`config.mk`:
```
export PLATFORM = sky130hd
export DESIGN_NAME = uart_rx_ctrl_flat
export DESIGN_NICKNAME = d
export VERILOG_FILES = /design/src/rtl/uart_rx_ctrl_if.sv /design/src/rtl/uart_rx_ctrl.sv /design/src/flat_wrapper.sv
export SDC_FILE = /design/constraint.sdc
export NUM_CORES = 1
export LEC_CHECK = 0
export BUFFER_PORTS_ARGS = -buffer_cell sky130_fd_sc_hd__buf_4
export CAP_MARGIN = 0
export CORE_MARGIN = 5
export CORE_UTILIZATION = 46
export DETAILED_ROUTE_END_ITERATION = 7
export MAX_ROUTING_LAYER = met4
export PLACE_DENSITY_LB_ADDON = 0.2
export REMOVE_ABC_BUFFERS = 1
export SYNTH_ARGS = -nofsm -noshare
export SYNTH_HDL_FRONTEND = slang
export SYNTH_SLANG_ARGS = --single-unit
```
`constraint.sdc`:
```
create_clock -name clk -period 6.7 [get_ports clk]
set_clock_uncertainty 0.05 [all_clocks]
set_input_delay 1.005 -clock clk [delete_from_list [all_inputs] [get_ports clk]]
set_output_delay 1.005 -clock clk [all_outputs]
set_load 0.05 [all_outputs]
```
`src/rtl/uart_rx_ctrl_if.sv`:
```
// Signal bundle between a UART receiver/consumer and uart_rx_ctrl.
// master = receiver + consumer side, slave = the controller.
interface uart_rx_ctrl_if #(
  parameter int unsigned DW = 8
);
  logic          cfg_wr;
  logic [5:0]    cfg_prescale_in;
  logic          cfg_par_en_in;
  logic          cfg_par_typ_in;
  logic          rx_busy;
  logic          rx_frame_done;
  logic [DW-1:0] rx_data;
  logic          rx_par_err;
  logic          rx_stp_err;
  logic          rd_en;
  logic          ovr_clr;
  logic          err_clr;
  logic [5:0]    Prescale;
  logic          Par_En;
  logic          Par_Typ;
  logic          rx_hold;
  logic          cfg_pending;
  logic [DW-1:0] rd_data;
  logic [1:0]    rd_err;
  logic          empty;
  logic          full;
  logic          overrun;
  logic [7:0]    err_cnt;

  modport master (
    output cfg_wr, cfg_prescale_in, cfg_par_en_in, cfg_par_typ_in,
    output rx_busy, rx_frame_done, rx_data, rx_par_err, rx_stp_err,
    output rd_en, ovr_clr, err_clr,
    input  Prescale, Par_En, Par_Typ, rx_hold, cfg_pending,
    input  rd_data, rd_err, empty, full, overrun, err_cnt
  );

  modport slave (
    input  cfg_wr, cfg_prescale_in, cfg_par_en_in, cfg_par_typ_in,
    input  rx_busy, rx_frame_done, rx_data, rx_par_err, rx_stp_err,
    input  rd_en, ovr_clr, err_clr,
    output Prescale, Par_En, Par_Typ, rx_hold, cfg_pending,
    output rd_data, rd_err, empty, full, overrun, err_cnt
  );
endinterface

```
`src/rtl/uart_rx_ctrl.sv`:
```
// UART receive controller: safe frame-boundary reconfiguration of the receiver
// plus a show-ahead receive FIFO with overrun flag and saturating error counter.
module uart_rx_ctrl #(
  parameter int unsigned DEPTH = 4,
  parameter int unsigned DW    = 8
) (
  input logic          clk,
  input logic          rst,
  uart_rx_ctrl_if.slave bus
);
  localparam int unsigned AW = $clog2(DEPTH);
  localparam int unsigned CW = AW + 1;
  localparam int unsigned PW = 6;
  localparam int unsigned EW = 8;

  typedef enum logic [1:0] {RUN, WAIT_IDLE, APPLY} state_e;

  typedef struct packed {
    logic          par_err;
    logic          stp_err;
    logic [DW-1:0] data;
  } entry_t;

  state_e        state_q, state_d;
  logic [PW-1:0] sh_pre_q, sh_pre_d, pre_q, pre_d;
  logic          sh_pen_q, sh_pen_d, pen_q, pen_d;
  logic          sh_pty_q, sh_pty_d, pty_q, pty_d;
  logic          hold_q, hold_d;
  logic          pend_q, pend_d;

  entry_t        mem_q [DEPTH];
  entry_t        mem_d [DEPTH];
  logic [AW-1:0] wr_ptr_q, wr_ptr_d, rd_ptr_q, rd_ptr_d;
  logic [CW-1:0] count_q, count_d;
  logic          ovr_q, ovr_d;
  logic [EW-1:0] ecnt_q, ecnt_d;

  logic          empty, full, push, pop, drop, err_inc;

  // Config FSM: shadow capture on every cfg_wr, apply only once the receiver is idle
  always_comb begin
    state_d  = state_q;
    sh_pre_d = sh_pre_q;
    sh_pen_d = sh_pen_q;
    sh_pty_d = sh_pty_q;
    pre_d    = pre_q;
    pen_d    = pen_q;
    pty_d    = pty_q;
    if (bus.cfg_wr) begin
      sh_pre_d = bus.cfg_prescale_in;
      sh_pen_d = bus.cfg_par_en_in;
      sh_pty_d = bus.cfg_par_typ_in;
    end
    unique case (state_q)
      RUN:       if (bus.cfg_wr) state_d = WAIT_IDLE;
      WAIT_IDLE: if (!bus.rx_busy) state_d = APPLY;
      APPLY: begin
        pre_d   = sh_pre_q;
        pen_d   = sh_pen_q;
        pty_d   = sh_pty_q;
        state_d = bus.cfg_wr ? WAIT_IDLE : RUN;
      end
      default:   state_d = RUN;
    endcase
    hold_d = (state_d != RUN);
    pend_d = (state_d != RUN);
  end

  assign empty   = (count_q == '0);
  assign full    = (count_q == CW'(DEPTH));
  assign pop     = bus.rd_en && !empty;
  assign push    = bus.rx_frame_done && (!full || pop);
  assign drop    = bus.rx_frame_done && full && !pop;
  assign err_inc = bus.rx_frame_done && (bus.rx_par_err || bus.rx_stp_err);

  // FIFO, overrun and error counter; a full FIFO with a same-cycle pop still accepts the push
  always_comb begin
    mem_d    = mem_q;
    wr_ptr_d = wr_ptr_q;
    rd_ptr_d = rd_ptr_q;
    count_d  = count_q;
    ovr_d    = ovr_q;
    ecnt_d   = ecnt_q;
    if (push) begin
      mem_d[wr_ptr_q] = '{par_err: bus.rx_par_err, stp_err: bus.rx_stp_err, data: bus.rx_data};
      wr_ptr_d        = wr_ptr_q + AW'(1);
    end
    if (pop) rd_ptr_d = rd_ptr_q + AW'(1);
    if (push && !pop)      count_d = count_q + CW'(1);
    else if (pop && !push) count_d = count_q - CW'(1);
    if (drop)             ovr_d = 1'b1;
    else if (bus.ovr_clr) ovr_d = 1'b0;
    if (bus.err_clr)                      ecnt_d = err_inc ? EW'(1) : '0;
    else if (err_inc && ecnt_q != '1)     ecnt_d = ecnt_q + EW'(1);
  end

  always_ff @(posedge clk) begin
    if (rst) begin
      state_q  <= RUN;
      sh_pre_q <= PW'(8);
      sh_pen_q <= 1'b0;
      sh_pty_q <= 1'b0;
      pre_q    <= PW'(8);
      pen_q    <= 1'b0;
      pty_q    <= 1'b0;
      hold_q   <= 1'b0;
      pend_q   <= 1'b0;
      wr_ptr_q <= '0;
      rd_ptr_q <= '0;
      count_q  <= '0;
      ovr_q    <= 1'b0;
      ecnt_q   <= '0;
    end else begin
      state_q  <= state_d;
      sh_pre_q <= sh_pre_d;
      sh_pen_q <= sh_pen_d;
      sh_pty_q <= sh_pty_d;
      pre_q    <= pre_d;
      pen_q    <= pen_d;
      pty_q    <= pty_d;
      hold_q   <= hold_d;
      pend_q   <= pend_d;
      wr_ptr_q <= wr_ptr_d;
      rd_ptr_q <= rd_ptr_d;
      count_q  <= count_d;
      ovr_q    <= ovr_d;
      ecnt_q   <= ecnt_d;
    end
  end

  // Storage needs no reset: contents are only observed through count_q
  always_ff @(posedge clk) begin
    mem_q <= mem_d;
  end

  assign bus.Prescale    = pre_q;
  assign bus.Par_En      = pen_q;
  assign bus.Par_Typ     = pty_q;
  assign bus.rx_hold     = hold_q;
  assign bus.cfg_pending = pend_q;
  assign bus.rd_data     = mem_q[rd_ptr_q].data;
  assign bus.rd_err      = {mem_q[rd_ptr_q].par_err, mem_q[rd_ptr_q].stp_err};
  assign bus.empty       = empty;
  assign bus.full        = full;
  assign bus.overrun     = ovr_q;
  assign bus.err_cnt     = ecnt_q;
endmodule

```
`src/flat_wrapper.sv`:
```
// flat-port wrapper written by rule: the top's interface ports become plain ports
module uart_rx_ctrl_flat 
#(
  parameter int unsigned DEPTH = 4,
  parameter int unsigned DW    = 8
)
  (clk, rst, bus_cfg_wr, bus_cfg_prescale_in, bus_cfg_par_en_in, bus_cfg_par_typ_in, bus_rx_busy, bus_rx_frame_done, bus_rx_data, bus_rx_par_err, bus_rx_stp_err, bus_rd_en, bus_ovr_clr, bus_err_clr, bus_Prescale, bus_Par_En, bus_Par_Typ, bus_rx_hold, bus_cfg_pending, bus_rd_data, bus_rd_err, bus_empty, bus_full, bus_overrun, bus_err_cnt);
  uart_rx_ctrl_if #(.DW(DW)) bus_i ();
  input logic clk;
  input logic rst;
  input wire logic [$bits(bus_i.cfg_wr)-1:0] bus_cfg_wr;
  input wire logic [$bits(bus_i.cfg_prescale_in)-1:0] bus_cfg_prescale_in;
  input wire logic [$bits(bus_i.cfg_par_en_in)-1:0] bus_cfg_par_en_in;
  input wire logic [$bits(bus_i.cfg_par_typ_in)-1:0] bus_cfg_par_typ_in;
  input wire logic [$bits(bus_i.rx_busy)-1:0] bus_rx_busy;
  input wire logic [$bits(bus_i.rx_frame_done)-1:0] bus_rx_frame_done;
  input wire logic [$bits(bus_i.rx_data)-1:0] bus_rx_data;
  input wire logic [$bits(bus_i.rx_par_err)-1:0] bus_rx_par_err;
  input wire logic [$bits(bus_i.rx_stp_err)-1:0] bus_rx_stp_err;
  input wire logic [$bits(bus_i.rd_en)-1:0] bus_rd_en;
  input wire logic [$bits(bus_i.ovr_clr)-1:0] bus_ovr_clr;
  input wire logic [$bits(bus_i.err_clr)-1:0] bus_err_clr;
  output wire logic [$bits(bus_i.Prescale)-1:0] bus_Prescale;
  output wire logic [$bits(bus_i.Par_En)-1:0] bus_Par_En;
  output wire logic [$bits(bus_i.Par_Typ)-1:0] bus_Par_Typ;
  output wire logic [$bits(bus_i.rx_hold)-1:0] bus_rx_hold;
  output wire logic [$bits(bus_i.cfg_pending)-1:0] bus_cfg_pending;
  output wire logic [$bits(bus_i.rd_data)-1:0] bus_rd_data;
  output wire logic [$bits(bus_i.rd_err)-1:0] bus_rd_err;
  output wire logic [$bits(bus_i.empty)-1:0] bus_empty;
  output wire logic [$bits(bus_i.full)-1:0] bus_full;
  output wire logic [$bits(bus_i.overrun)-1:0] bus_overrun;
  output wire logic [$bits(bus_i.err_cnt)-1:0] bus_err_cnt;
  assign bus_i.cfg_wr = bus_cfg_wr;
  assign bus_i.cfg_prescale_in = bus_cfg_prescale_in;
  assign bus_i.cfg_par_en_in = bus_cfg_par_en_in;
  assign bus_i.cfg_par_typ_in = bus_cfg_par_typ_in;
  assign bus_i.rx_busy = bus_rx_busy;
  assign bus_i.rx_frame_done = bus_rx_frame_done;
  assign bus_i.rx_data = bus_rx_data;
  assign bus_i.rx_par_err = bus_rx_par_err;
  assign bus_i.rx_stp_err = bus_rx_stp_err;
  assign bus_i.rd_en = bus_rd_en;
  assign bus_i.ovr_clr = bus_ovr_clr;
  assign bus_i.err_clr = bus_err_clr;
  assign bus_Prescale = bus_i.Prescale;
  assign bus_Par_En = bus_i.Par_En;
  assign bus_Par_Typ = bus_i.Par_Typ;
  assign bus_rx_hold = bus_i.rx_hold;
  assign bus_cfg_pending = bus_i.cfg_pending;
  assign bus_rd_data = bus_i.rd_data;
  assign bus_rd_err = bus_i.rd_err;
  assign bus_empty = bus_i.empty;
  assign bus_full = bus_i.full;
  assign bus_overrun = bus_i.overrun;
  assign bus_err_cnt = bus_i.err_cnt;
  uart_rx_ctrl #(.DEPTH(DEPTH), .DW(DW)) u_core (.clk(clk), .rst(rst), .bus(bus_i));
endmodule
```
=== After elaboration in Yosys (flattened, before gate mapping) ===
Index checks and enable logic that the tools add are counted.

* Add/sub/neg operators: 5
* $lt $le $gt $ge: 3
* Equality and inequality tests: 4
* Mux-type cells: 17
* Bitwise logic cells: 2
* Reductions and logical operators: 21

{| class="wikitable"
|+ Operators by type and width
! kind !! number
|-
| 40-bit bitwise mux || 1
|-
| 10-bit two-way mux || 3
|-
| 10-bit binary-select mux with 2-bit select || 1
|-
| 10-bit demux with 2-bit select || 1
|-
| 8-bit two-way mux || 2
|-
| 1-bit logical AND || 9
|-
| 8-bit by 1-bit adder with 8-bit output (second input constant) || 1
|-
| 8-bit != test (second input constant) || 1
|-
| 2-bit nonzero test || 4
|-
| 3-bit >= comparator (second input constant) || 2
|-
| 3-bit two-way mux || 2
|-
| 2-bit inverter with 3-bit output || 2
|-
| 2-bit case mux with 3 select lines || 1
|-
| 2-bit by 1-bit adder with 2-bit output (second input constant) || 2
|-
| 1-bit zero test || 4
|-
| 1-bit two-way mux || 4
|-
| 2-bit two-way mux || 2
|-
| 3-bit by 1-bit adder with 3-bit output (second input constant) || 1
|-
| 3-bit equality test (second input constant) || 1
|-
| 3-bit zero test || 1
|-
| 3-bit by 1-bit < comparator with 1-bit output (second input constant) || 1
|-
| 3-bit by 1-bit subtractor with 3-bit output (second input constant) || 1
|-
| 2-bit by 1-bit equality test with 1-bit output (second input constant) || 1
|-
| 2-bit equality test (second input constant) || 1
|-
| 2 further kinds || 3
|}

* Register bits after elaboration: 75
* Input port bits: 26
* Output and inout bits: 31
* Word-level logic and storage cells: 77

=== Longest topological paths before layout ===
* Depth after elaboration: 9
* Gate-level depth with buffers: 9
* Gate-level depth less buffers: 8

=== Least setup slack after synthesis ===
No wires, ideal clock.

* Kind: reg2reg
* Start point: register u_core.count_q[0]
* End point: register u_core.count_q[2]
* Arrival time: 2995 ps
* Required time: 6579 ps
* Setup slack: 3584 ps
* Cell stages (with the launch flop): 9
* Buffers on the path: 0
* Period minus slack after synthesis: 3116 ps
* Cell sequence: dfxtp_1 -> nor3_1 -> nand2b_1 -> ha_1 -> inv_1 -> fa_1 -> xor2_1 -> or3_1 -> a21oi_1

* Longest elaborated chain between the ends: 8

{| class="wikitable"
|+ RTL lines
! element !! line !! source
|-
| start, declared || uart_rx_ctrl.sv:34 || <nowiki>logic [CW-1:0] count_q, count_d;</nowiki>
|-
| start signal, assigned || uart_rx_ctrl.sv:125 || <nowiki>count_q <= count_d;</nowiki>
|-
| 3-bit zero test (*) || uart_rx_ctrl.sv:69 || <nowiki>assign empty = (count_q == '0);</nowiki>
|-
| named net bus_empty || flat_wrapper.sv:30 || <nowiki>output wire logic [$bits(bus_i.empty)-1:0] bus_empty;</nowiki>
|-
| 1-bit zero test (*) || uart_rx_ctrl.sv:71 || <nowiki>assign pop = bus.rd_en && !empty;</nowiki>
|-
| 1-bit logical AND (*) || uart_rx_ctrl.sv:71 ||
|-
| 1-bit logical OR || uart_rx_ctrl.sv:72 || <nowiki>assign push = bus.rx_frame_done && (!full || pop);</nowiki>
|-
| 1-bit logical AND || uart_rx_ctrl.sv:72 ||
|-
| 1-bit zero test || uart_rx_ctrl.sv:90 || <nowiki>else if (pop && !push) count_d = count_q - CW'(1);</nowiki>
|-
| 1-bit logical AND || uart_rx_ctrl.sv:90 ||
|-
| 2-bit nonzero test (no line) || -- ||
|}

Mark *: on every way through the listed nets, which the timed path passes. The rest lies on a longest branch. The select of a mux whose other input is x is not followed.
A chain may end at the register's enable or synchronous reset.

=== Worst setup path in the final report ===
* Start point: register u_core.rd_ptr_q[0]
* End point: output port bus_rd_data[7]

* Longest elaborated chain between the ends: 4

{| class="wikitable"
|+ RTL lines
! element !! line !! source
|-
| start, declared || uart_rx_ctrl.sv:33 || <nowiki>logic [AW-1:0] wr_ptr_q, wr_ptr_d, rd_ptr_q, rd_ptr_d;</nowiki>
|-
| start signal, assigned || uart_rx_ctrl.sv:124 || <nowiki>rd_ptr_q <= rd_ptr_d;</nowiki>
|-
| 2-bit inverter with 3-bit output (implied by the code) || uart_rx_ctrl.sv:141 || <nowiki>assign bus.rd_data = mem_q[rd_ptr_q].data;</nowiki>
|-
| 10-bit binary-select mux with 2-bit select || uart_rx_ctrl.sv:141 ||
|-
| 10-bit two-way mux (implied by the code) (2 in a row) || uart_rx_ctrl.sv:141 ||
|-
| end, declared || flat_wrapper.sv:28 || <nowiki>output wire logic [$bits(bus_i.rd_data)-1:0] bus_rd_data;</nowiki>
|}

Every way passes these cells. The select of a mux whose other input is x is not followed.

==> metrics list <==
* Post CTS Setup Buffer Count: 0
- Internal power summed over all cells: 832.6 uW
* Number of cells on the worst reg-to-reg path: 8
- Largest area contributor in the netlist: sky130_fd_sc_hd__edfxtp_1
- Ranked by total cell area, the synthesized netlist is headed by sky130_fd_sc_hd__edfxtp_1 40%, sky130_fd_sc_hd__dfxtp_1 23%, sky130_fd_sc_hd__mux4_2 7.5%.
- Share of flip-flops with an asynchronous set or reset: 0%
- Synthesis inferred 75 register bits.
- Most frequent cell after synthesis: sky130_fd_sc_hd__edfxtp_1
* Ranking of synthesized cells by instance count: 40 x sky130_fd_sc_hd__edfxtp_1, 35 x sky130_fd_sc_hd__dfxtp_1, 20 x sky130_fd_sc_hd__nand2_1
- Power spread over the standard cell area amounts to approximately 340 nW/um2.
- In this run the most critical hold path is launched from u_core.sh_pre_q[2]$_SDFFE_PP0P_.
* Clock net sink count: 75
* Post-CTS Resized: 0
- During synthesis, Yosys emitted a total of 0 warnings.
- Setup TNS Final: 0 ps
- Worst reg2reg endpoint: u_core.count_q[2]$_SDFFE_PP0P_
* Core footprint: between 6000 and 7000 um2
- At the worst endpoint, the required time is about 5600 ps.
- In the final layout, the share of cells above drive strength 1 is 28.72%.
- Along the worst path, the maximum fanout reaches 12.
- Top cell type's share of synthesized area: between 40% and 50%
- Minimum clock period after layout: a little over 3000 ps
- Final HPWL DP: 3.664 mm
* Transition at the pin with the smallest max-transition slack: 812.4 ps
- Count of mapped cells out of synthesis: 224
- After detailed routing, the total wire length is about 5.4 mm.
* Ordered list of cells on the worst path: mux4_2, buf_4
* Net switching fraction of the power: 32.70%
- Number of global-route vias before repair: between 1500 and 2000
- The initial utilization of the core area, before any placement, comes to 47.27%.
* Chip Width: 90.78 um
- Maximum buffer depth of the clock tree: 2
* Hold path cells: 2
- The number of different library cells used by synthesis comes to between 40 and 50.
- Once placement finished, the instance area stood at 3453 um2.
- Die height: 90.78 um
* Min-Delay Endpoint: u_core.bus.Prescale[2]$_SDFFE_PP0N_
- # diodes: 0
- The count of buffers added on input and output ports is between 50 and 60.
- Sequential fraction of the synthesis area: between 60% and 70%
- After detailed routing, the number of vias per cell comes to 5.192.
- I/O pin count: 57
* Worst hold slack across all endpoints: 405.7 ps
- Count of flip-flops with a built-in enable after synthesis: 40
- Number of H-tree levels: 3
- Met3 GRT Util: between 5 and 6%
- For this run, design rule violations remaining after detail routing come to 0.
- Slowest-stage cell, CP: sky130_fd_sc_hd__dfxtp_1
- Maximum capacitance violations: 0
- Most used routing layer in global routing: met2
- # rows: 29
- The first global-routing pass estimated between 9 and 10 mm of wire.
- Result of the run: completed
* Clock slew seen by the registers of the worst setup and hold paths: 70 ps
* Part of the total power dissipated in the clock network: 25.9%
- Count of final setup violators: 0
* Part of the cycle the worst path needs: a little under half
- The initial antenna violation count came to 0.
- Setup repair after global routing left no endpoint under its margin.
- Clock tree synthesis inserted a total of 9 buffers.
- Area grow syn2layout: 21.09%
- Type of the worst min-delay path: reg -> reg
- Worst EP arrival: approximately 2000 ps
* GRT overflow: 0
* Number of optimization iterations in the first detailed-route pass: 4
- Number of buffers inserted by hold repair at cts: 0
- M2 GR Usage: 22.70%
- The first routing iteration left 63 violations.
- Sequential fraction of design power: a little under half
- At the end of the flow, the number of nets in the layout was 311.
- Max-slew headroom: 45.76%
- For met1 alone, demand over resource in global routing was 16.46%.
- Hold violation total from the final report: 0
- Average wire length per cell after detail routing: 14.98 um
* Leakage Power: 1.368 nW
* Worst R2R Start: u_core.count_q[0]$_SDFFE_PP0P_
* Worst path max stage delay: 850 ps
- With fillers left out, the area of the finished cells amounts to 3635 um2.
* Synthesized cell area: 3002 um2
- A synthesized cell averages between 10 and 15 um2.
- Global routing consumed, over all layers together, 14.30% of the routing resources.
- Top_reg_cell synth: sky130_fd_sc_hd__edfxtp_1
- Insertion delay to the later sink of the worst-skew pair: 330 ps
- Maximum clock frequency: 326.5 MHz
- Largest net degree at the start of global routing: 30
- The floorplan step defined a die boundary enclosing 8241 um2.
- The critical path in this run is classified as reg -> out.
* Final max-slew violation count: 0
* Maximum VDD drop: 0.0002136 V
- For flop-to-flop paths, the worst setup slack is around 4300 ps.
- For this block, the via count after detailed routing is 1864.
- Remaining antenna violation count after routing: 0
- Power share of the combinational group: 28.0%
* Element type at the critical path end: output port
* Clock tree from TritonCTS: built
* Buffer type at the clock tree root: sky130_fd_sc_hd__clkbuf_8
* GPL Wtd Cong: 0.7432
- The worst setup path is launched from a register.
- Switching power total: 404.5 uW
-- layer usage --
| layer | routed length (um) | vias up | part of all wire (%) |
|---|---|---|---|
| li1 | - | 917 | - |
| met1 | 2345 | 894 | 44 |
| met2 | 2712 | 46 | 50 |
| met3 | 269 | 7 | 5.0 |
| met4 | 51 | 0 | 0.95 |
| met5 | 0 | - | 0 |
-- layout make-up --
cell class,instances,area (um2)
Timing Repair Buffer,56,420.4
Tap cell,77,96.34
Clock inverter,5,53.80
Inverter,3,11.26
Clock buffer,10,127.6
Multi-Input combinational cell,133,1023
Sequential cell,75,1902
Fill cell,533,2715
-- cell usage in the layout, fill, tap and decap left out, types with 3 or more instances in the layout --
master	instances
sky130_fd_sc_hd__dfxtp_1	35
sky130_fd_sc_hd__inv_1	3
sky130_fd_sc_hd__nand3b_1	3
sky130_fd_sc_hd__ha_1	6
sky130_fd_sc_hd__clkbuf_8	9
sky130_fd_sc_hd__nor2_1	17
sky130_fd_sc_hd__mux4_2	10
sky130_fd_sc_hd__mux2i_1	11
sky130_fd_sc_hd__nand2_1	20
sky130_fd_sc_hd__and2_1	4
sky130_fd_sc_hd__a31oi_1	3
sky130_fd_sc_hd__nand2b_1	5
sky130_fd_sc_hd__nor3_1	6
sky130_fd_sc_hd__xor2_1	4
sky130_fd_sc_hd__nand3_1	4
sky130_fd_sc_hd__a21oi_1	13
sky130_fd_sc_hd__buf_4	56
sky130_fd_sc_hd__nor2b_1	4
sky130_fd_sc_hd__edfxtp_1	40
-- registers in the layout (all words and copies together), names as in the netlist --
signal / cells
u_core.mem_q: 40
u_core.bus.rx_hold: 1
u_core.count_q: 3
u_core.bus.Prescale: 6
u_core.rd_ptr_q: 2
u_core.bus.overrun: 1
u_core.bus.Par_Typ: 1
u_core.bus.Par_En: 1
u_core.sh_pre_q: 6
u_core.state_q: 2
u_core.wr_ptr_q: 2
u_core.bus.err_cnt: 8
u_core.sh_pen_q: 1
u_core.sh_pty_q: 1
-- critical path, delay by kind of cell (launching register included) --
family,cells,cell delay [ps]
muxes,1,610
DFF,1,850
buffers and inverters,1,210
-- power by group through the flow --
stage | registers (mW) | clock network (mW) | logic [mW]
2_1_floorplan | 0.576 | 0 | 0.250
3_3_place_gp | 0.580 | 0 | 0.346
3_5_place_dp | 0.582 | 0 | 0.350
4_1_cts | 0.572 | 0.330 | 0.351
5_1_grt | 0.578 | 0.351 | 0.371
6_report | 0.570 | 0.320 | 0.347
-- cells by family after synthesis --
family,after synthesis,share of synthesized area (%)
buf+inv,16,2.542
fa+ha+maj,7,3.168
simple gates,73,12.38
mux,21,11.17
compound gates,26,5.628
flops,75,63.36
xor+xnor,6,1.751
-- worst max path at each step --
stage                                         start                        endpoint  slack [ps]
detailed placement                        bus_rd_en  u_core.count_q[2]$_SDFFE_PP0P_        3660
floorplan            u_core.count_q[0]$_SDFFE_PP0P_  u_core.count_q[2]$_SDFFE_PP0P_        3580
global placement                          bus_rd_en  u_core.count_q[2]$_SDFFE_PP0P_        3730
finish              u_core.rd_ptr_q[0]$_SDFFE_PP0N_                  bus_rd_data[7]        3640
global route        u_core.rd_ptr_q[0]$_SDFFE_PP0N_                  bus_rd_data[6]        3470
CTS                 u_core.rd_ptr_q[0]$_SDFFE_PP0N_                  bus_rd_data[7]        3570
-- stage by stage --
stage / total power, mW / std cells / setup slack (ps) / utilization, %
floorplan: 0.8262 / 211 / 3585 / -
detailed placement: 0.9322 / 344 / 3657 / 54.38
global route: 1.300 / 359 / 3474 / 57.24
finish: 1.237 / 359 / 3637 / 57.24
global placement: 0.9255 / 344 / 3734 / 54.38
CTS: 1.253 / 359 / 3573 / 57.24
Note: power is estimated with default switching activity, not from simulation.
